[src/rtl/ucr_step_arbiter.sv]
// Round-robin arbiter sharing one cascaded LOAD/DEC/INC/HOLD step counter between two requesters.
// Grant one cycle after an IDLE request, CNT = D one cycle later; STALL holds the count, the loser waits in IDLE.
module ucr_step_arbiter #(
  parameter int NSLICE = 3
) (
  input  logic                CLK,
  input  logic                RESET,
  input  logic                REQ_A,
  input  logic                REQ_B,
  input  logic [0:4*NSLICE-1] D_A,
  input  logic [0:4*NSLICE-1] D_B,
  input  logic                UP_A,
  input  logic                UP_B,
  input  logic                STALL,
  output logic                GNT_A,
  output logic                GNT_B,
  output logic [0:4*NSLICE-1] CNT,
  output logic                BUSY,
  output logic                DONE
);
  localparam int W = 4 * NSLICE;

  typedef enum logic [1:0] {ST_IDLE, ST_LOAD, ST_COUNT, ST_DONE} state_t;
  typedef enum logic [1:0] {SEL_HOLD, SEL_LOAD, SEL_DEC, SEL_INC} sel_t;

  state_t         state;
  sel_t           sel;
  logic           up_dir;
  logic           last_b;
  logic           own_req;
  logic           own_up;
  logic           cnt_zero;
  logic           carry_msb;
  logic           c;
  logic [3:0]     q;
  logic [3:0]     nq;
  logic [0:W-1]   own_d;
  logic [0:W-1]   cnt_next;

  assign own_req  = GNT_B ? REQ_B : REQ_A;
  assign own_d    = GNT_B ? D_B   : D_A;
  assign own_up   = GNT_B ? UP_B  : UP_A;
  assign cnt_zero = (CNT == '0);

  // A down count parked at zero holds rather than wrapping; withdrawal also holds.
  always_comb begin
    sel = SEL_HOLD;
    if (state == ST_LOAD && own_req) begin
      sel = SEL_LOAD;
    end else if (state == ST_COUNT && own_req && !STALL) begin
      if (up_dir) begin
        sel = SEL_INC;
      end else if (!cnt_zero) begin
        sel = SEL_DEC;
      end
    end
  end

  // Slice 0 is the least significant nibble; each slice's carry/borrow feeds the next.
  always_comb begin
    c        = 1'b1;
    cnt_next = CNT;
    q        = '0;
    nq       = '0;
    for (int k = 0; k < NSLICE; k++) begin
      q = CNT[W-4*k-4 +: 4];
      case (sel)
        SEL_LOAD: begin
          nq = own_d[W-4*k-4 +: 4];
          c  = 1'b0;
        end
        SEL_INC: begin
          nq = q + {3'b000, c};
          c  = c & (q == 4'hF);
        end
        SEL_DEC: begin
          nq = q - {3'b000, c};
          c  = c & (q == 4'h0);
        end
        default: begin
          nq = q;
          c  = 1'b0;
        end
      endcase
      cnt_next[W-4*k-4 +: 4] = nq;
    end
    carry_msb = c;
  end

  always_ff @(posedge CLK) begin
    if (RESET) begin
      state  <= ST_IDLE;
      CNT    <= '0;
      GNT_A  <= 1'b0;
      GNT_B  <= 1'b0;
      BUSY   <= 1'b0;
      DONE   <= 1'b0;
      up_dir <= 1'b0;
      last_b <= 1'b1;
    end else begin
      CNT  <= cnt_next;
      DONE <= 1'b0;
      case (state)
        ST_IDLE: begin
          if (REQ_A && (!REQ_B || last_b)) begin
            GNT_A <= 1'b1;
            BUSY  <= 1'b1;
            state <= ST_LOAD;
          end else if (REQ_B) begin
            GNT_B <= 1'b1;
            BUSY  <= 1'b1;
            state <= ST_LOAD;
          end
        end
        ST_LOAD: begin
          if (!own_req) begin
            state  <= ST_IDLE;
            GNT_A  <= 1'b0;
            GNT_B  <= 1'b0;
            BUSY   <= 1'b0;
            last_b <= GNT_B;
          end else begin
            up_dir <= own_up;
            state  <= ST_COUNT;
          end
        end
        ST_COUNT: begin
          if (!own_req) begin
            state  <= ST_IDLE;
            GNT_A  <= 1'b0;
            GNT_B  <= 1'b0;
            BUSY   <= 1'b0;
            last_b <= GNT_B;
          end else if (!STALL && (up_dir ? carry_msb : cnt_zero)) begin
            state <= ST_DONE;
            BUSY  <= 1'b0;
            DONE  <= 1'b1;
          end
        end
        ST_DONE: begin
          state  <= ST_IDLE;
          GNT_A  <= 1'b0;
          GNT_B  <= 1'b0;
          last_b <= GNT_B;
        end
        default: state <= ST_IDLE;
      endcase
    end
  end
endmodule

[config.mk]
export PLATFORM = sky130hd
export DESIGN_NAME = ucr_step_arbiter
export DESIGN_NICKNAME = d
export VERILOG_FILES = /design/src/rtl/ucr_step_arbiter.sv
export SDC_FILE = /design/constraint.sdc
export NUM_CORES = 1
export LEC_CHECK = 0
export BUFFER_PORTS_ARGS = -buffer_cell sky130_fd_sc_hd__buf_2
export CAP_MARGIN = 20
export CORE_MARGIN = 10
export CORE_UTILIZATION = 51
export CTS_BUF_LIST = sky130_fd_sc_hd__clkbuf_16
export CTS_CLUSTER_SIZE = 20
export DETAILED_ROUTE_END_ITERATION = 8
export PLACE_DENSITY = 0.79
export SYNTH_ARGS = -nofsm -noshare
export SYNTH_HDL_FRONTEND = slang
export SYNTH_SLANG_ARGS = --single-unit
[constraint.sdc]
create_clock -name CLK -period 5.5 [get_ports CLK]
set_input_delay 0.825 -clock CLK [delete_from_list [all_inputs] [get_ports CLK]]
set_output_delay 0.825 -clock CLK [all_outputs]
set_load 0.05 [all_outputs]
Word level (Yosys, flattened, before mapping). Index checks and enable logic that the tools add are counted.

Register bits: 20. Input port bits: 31. Output and inout port bits: 16. Logic and storage cells: 93.

Add/sub/neg operators: 6. Equality and inequality tests: 16. Multiplexer cells: 33. Bitwise operators: 6. Reductions and logical operators: 24.

Operators with widths (number): one-hot mux 4 bit (3 select lines) (3); 2-to-1 mux 2 bit (9); == test 4 bit (second input constant) (3); logical NOT 12 bit (1); logical NOT 4 bit (3); 2-to-1 mux 1 bit (12); 2-to-1 mux 12 bit (1); != test 2 bit (second input constant) (5); one-hot mux 1 bit (3 select lines) (3); adder 4 x 1 -> 4 bit (2); == test 2 bit (second input constant) (4); one-hot mux 1 bit (2 select lines) (4); one-hot mux 2 bit (4 select lines) (1); AND reduction 2 bit (4); subtractor 4 x 1 -> 4 bit (2); nonzero test 3 bit (2); logical AND 1 bit (5); adder 4 x 1 -> 4 bit (second input constant) (1); AND 1 bit (4); == test 2 x 1 -> 1 bit (second input constant) (2); AND reduction 4 bit (1); subtractor 4 x 1 -> 4 bit (second input constant) (1); != test 3 x 2 -> 1 bit (second input constant) (1); != test 3 bit (second input constant) (1); 8 further kinds (10).

Longest topological paths before layout.
Word-level depth: 16. Mapped depth: 14. Mapped depth without buffers: 13.

Worst setup path after synthesis. No wires, ideal clock.

Kind: in2reg. Start: in STALL. End: reg CNT[0] in the netlist's numbering. Setup time: 0.075 ns. Arrival: 3.193 ns. Required time: 5.425 ns. Setup slack: 2.232 ns. Cell stages on the path: 12. Path buffers: 1. Cell sequence: clkbuf_1 nand3b_1 or3_4 nand2_2 nand4_1 or2_1 ha_1 a21oi_1 nand2_1 xnor2_1 a211o_1 a31oi_1.

Longest elaborated chain between the ends: 10. Elaborated cells on any way between the ends: 15. Those cells by class: add/sub: 2; eq/ne: 3; mux: 5; bitwise: 2; reduce/logical: 3.

RTL lines: start, declared (line 14) `input logic STALL,`; logical NOT 1 bit * (line 50) `end else if (state == ST_COUNT && own_req && !STALL) begin`; logical AND 1 bit * (line 50); 2-to-1 mux 2 bit * (line 50); 2-to-1 mux 2 bit * (line 48) `if (state == ST_LOAD && own_req) begin`; == test 2 bit (line 67) `case (sel)`; one-hot mux 1 bit (2 select lines) (line 67); AND 1 bit, on equally long branches (line 78, 74); one-hot mux 1 bit (2 select lines) (line 67); subtractor 4 x 1 -> 4 bit / adder 4 x 1 -> 4 bit (equally long branches) (line 77, 73); one-hot mux 4 bit (3 select lines) (line 67); end signal, assigned (line 101) `CNT <= cnt_next;`; end, declared (line 17) `output logic [0:4*NSLICE-1] CNT,`.

Mark *: on every way between the ends. The rest lies on a longest branch, timed or not. A chain may end at the register's enable or synchronous reset.

Worst setup path in the final report.
Start: in REQ_A. End: reg CNT[1] in the netlist's numbering.

Longest elaborated chain between the ends: 11. Elaborated cells on any way between the ends: 17. Those cells by class: add/sub: 2; eq/ne: 3; mux: 6; bitwise: 2; reduce/logical: 4.

RTL lines: start, declared (line 8) `input logic REQ_A,`; 2-to-1 mux 1 bit * (line 40) `assign own_req = GNT_B ? REQ_B : REQ_A;`; logical AND 1 bit (2 in series) (line 50); 2-to-1 mux 2 bit (line 50); 2-to-1 mux 2 bit * (line 48); == test 2 bit (line 67); one-hot mux 1 bit (2 select lines) (line 67); AND 1 bit, on equally long branches (line 78, 74); one-hot mux 1 bit (2 select lines) (line 67); subtractor 4 x 1 -> 4 bit / adder 4 x 1 -> 4 bit (equally long branches) (line 77, 73); one-hot mux 4 bit (3 select lines) (line 67).

Marked as above.

==> results.txt <==
- The sequential cells in the finished layout cover a total of between 400 and 500 um2.
* Worst slew margin relative to its limit: 49.0%
- Number of pins exceeding their max-slew limit in the final report: 0
* CTS sink count: 20
- Power share of the sequential group: roughly a third
* Post-CTS setup-driven buffer insertion count: 0
- Initial Util: 52.9%
- Counting distinct cell types in the post-synthesis netlist gives 53.
* Number of clock buffers inserted by TritonCTS: 3
* DRC violations left: 0
* Number of filler cells placed in the layout: 307
- Clk_lat worst skew: 0.25 ns
- In this run, the clock network consumes 28.7% of the power.
- Summed over all nets, the switching power comes to 193 uW.
* Relative area change from synthesis to final layout: 17.2%
- VDD IR max: 164 uV
* Classification of the worst setup path: primary input to flip-flop
- After layout, the worst setup slack is 2.25 ns.
- After synthesis, the mean cell area works out to 8.25 um2.
- The post-route netlist has 24.6% of its cells at a drive strength greater than 1.
* Antenna viol nets, final: 0
- The die is 78.8 um tall.
- Kind of start point of the critical path: primary input
- Arrival @ worst endpoint: 3.44 ns
* Area leader, netlist: dfxtp_1
- Setup repair after global routing left no endpoint under its margin.
- In this run the number of H-tree levels came out at 1.
- In this run the standard cell core region covers about 0.0033 mm2.
- Post-synth EDFFs: 0
- The clock period could shrink to ~3.3 ns.
- Main area contributors after synthesis: dfxtp_1, ha_1, mux2i_1
- The startpoint identified for the worst register-to-register timing path is state[1].
* Estimated wirelength of the detail-placed design: 3380 um
- Setup violations remaining at the end of the flow were counted as 0.
- The worst path uses 59.2% of the clock period.
- The tree is rooted in a clkbuf_16.
- Summing all multi-input logic gate instances after layout gives 0.00125 mm2.
- DRC marker count from the first detailed-route iteration: 75
* Vias in the first global route: 1,665
- Startpoint of the worst hold path: BUSY
- Reported leakage power: 0.000817 uW
* Maximum clock insertion buffer count: 2
* Accumulated negative setup slack: 0 ns
* Transition time at the pin with the least slew margin: between 0.7 and 0.8 ns
- Among all flip-flop cells after synthesis, the most frequent one is dfxtp_1.
- Critical path launch point: REQ_A
- Number of antenna violations at the first check in global routing: 0
- For this run, the top clock speed supported by timing is 307 MHz.
- In this run, synthesis produced a sequential element count of 20.
- After clock tree synthesis, the clock-pin slew on the worst setup and hold paths is roughly 0.060 ns.
- Hold bufs inserted after CTS: 0
* TritonCTS clock tree: built
- Power Dens Cells: 251 mW/mm2
- Combinational cells account for a little under two fifths of the total power.
- The finished cells cover 0.00207 mm2.
- Req. time, crit path: 5.68 ns
- Die area: 0.00621 mm2
* Worst min-delay path category: flip-flop to flip-flop
- Pin count of the biggest net entering global routing: 23
* Total standard cell area after synthesis: 0.00177 mm2
- Internal power comes to between 300 and 400 uW.
- Async SR Flop Fraction: 0%
- Largest fanout on the critical path: 11
- Detailed Route WL: 4440 um
- Number of failing hold endpoints at the final stage: 0
- Post-DR wirelength/cell: 14.9 um
- The number of gates resized after CTS was 0.
- The total overflow left after global routing is 0.
- The routed layout has about 1,700 vias.
- The repair_antennas step left the layout with diodes totalling 0.
- Number of top-level pins: 47
- After the last flow step, the layout net total stands at 300.
- Fraction of power spent switching nets: a little under two fifths
- Prior to clock tree synthesis, the placed netlist has a worst setup slack of just under 2 ns.
- Synthesis produced a netlist with a net count of 260.
- Between clock sinks in the finished design, the worst skew comes to 0.00433 ns.
- In this run the cell area measured after placement is around 0.0020 mm2.
* Weighted congestion at the end of routability-driven global placement: 0.889
* # Max-Cap Violations: 0
* Run status: completed
* Port Buffer Count: 46
* Kind of capture point of the worst setup path: flip-flop
* Global-route wire length before repair: 7530 um
* Cell count after synthesis: ~210
- The top cell type by area accounts for 22.7% of the synthesized area.
- After detailed routing, the number of vias per cell comes to 5.68.
- GR Util All Layers: 14.3%
- After synthesis, flip-flops and latches occupy 22.7% of the total area.
- During synthesis, Yosys emitted a total of 0 warnings.
* Post-route total power: 519 uW
* Number of search-and-repair iterations in the first detailed-routing pass: 4
- Cell Rows: 21
- In this run the horizontal extent of the chip is roughly 79 um.
==> cell usage after synthesis, types with 2 or more instances <==
cell,number
a211o_1,2
a211oi_1,3
a21oi_1,20
a31oi_1,4
buf_2,2
buf_6,2
clkbuf_1,7
dfxtp_1,20
fa_1,3
ha_1,12
inv_1,13
mux2_2,2
mux2i_1,13
nand2_1,21
nand3b_1,3
nand4_1,7
nor2_1,10
nor2b_1,4
nor3_1,7
nor3b_1,3
nor4_1,5
o211ai_1,10
o21ai_0,3
or2_1,2
or3_1,4
xnor2_1,3
xor2_1,3
==> final timing paths <==
| path | slack [ns] | cells after the start | end |
|---|---|---|---|
| max | 2.25 | 12 | CNT[1] |
| max reg2reg | 2.27 | 13 | CNT[1] |
| min reg2reg | 0.46 | 2 | BUSY |
| min | 0.46 | 2 | BUSY |
==> worst max-delay path: stages <==
cell      delay, ns
buf_2          0.13
mux2_2         0.25
nand3_2        0.18
nor2_1         0.63
o311ai_1       0.24
a21oi_1        0.18
ha_1           0.17
inv_1          0.05
fa_1           0.37
xor2_1         0.18
nand2_1        0.07
a21oi_1        0.16
==> sequential cells by signal (all words and copies together) (netlist names) <==
signal  flops
BUSY        1
CNT        12
DONE        1
GNT_A       1
GNT_B       1
last_b      1
state       2
up_dir      1
==> through the flow <==
step / cells / hold WS (ns) / utilization [%]
2_1_floorplan: 214 / 0.471 / -
3_3_place_gp: 295 / 0.447 / 59.8
3_5_place_dp: 295 / 0.456 / 59.8
4_1_cts: 298 / 0.463 / 62.0
5_1_grt: 298 / 0.492 / 62.0
6_report: 298 / 0.465 / 62.0
==> placed cells by master, fill, tap and decap left out, types with 3 or more instances in the layout <==
master and count:
xor2_1 3, inv_1 13, a31oi_1 4, nor3b_1 3, o211ai_1 10, nand2_1 21, buf_2 46, nand4_1 7
nand3b_1 3, dfxtp_1 20, nor2_1 10, o21ai_0 3, fa_1 3, or3_1 4, a21oi_1 20, clkbuf_16 3
nor2b_1 4, ha_1 12, xnor2_1 3, mux2i_1 13, nor3_1 7, nor4_1 5, a211oi_1 3
==> power groups by stage <==
stage	registers (uW)	clock network, uW	logic [uW]
CTS	179	150	192
floorplan	216	0	117
global placement	181	0	190
detailed placement	181	0	191
global route	181	158	211
finish	179	149	191
==> routing by layer <==
layer | part of all wire [%] | global-route usage [%] | vias up
met5 | 0 | 0 | -
met4 | 0.92 | 4.48 | 0
met3 | 3.7 | 3.49 | 4
met2 | 50 | 24.2 | 29
met1 | 46 | 17.3 | 792
li1 | - | - | 869
==> logic make-up (layout without fill, tap and decap cells) <==
group                    Yosys count  after routing  synth area share, %
adder cells (fa/ha/maj)           15             15                 11.9
AND/OR/NAND/NOR                   78             78                 25.6
multiplexers                      16             16                 9.43
AO/OA/AOI/OAI                     54             54                 20.9
flip-flops                        20             20                 22.7
XOR/XNOR                           6              6                 2.98
buffers and inverters             25             63                 6.52
==> cell type report <==
cell class	count	area share, %
flip-flops and latches	20	19.3
inverters	13	2.36
multi-input cells	169	60.4
well taps	46	2.78
repair buffers	47	11.5
clock buffers	3	3.63
Note: power is estimated with default switching activity, not from simulation.
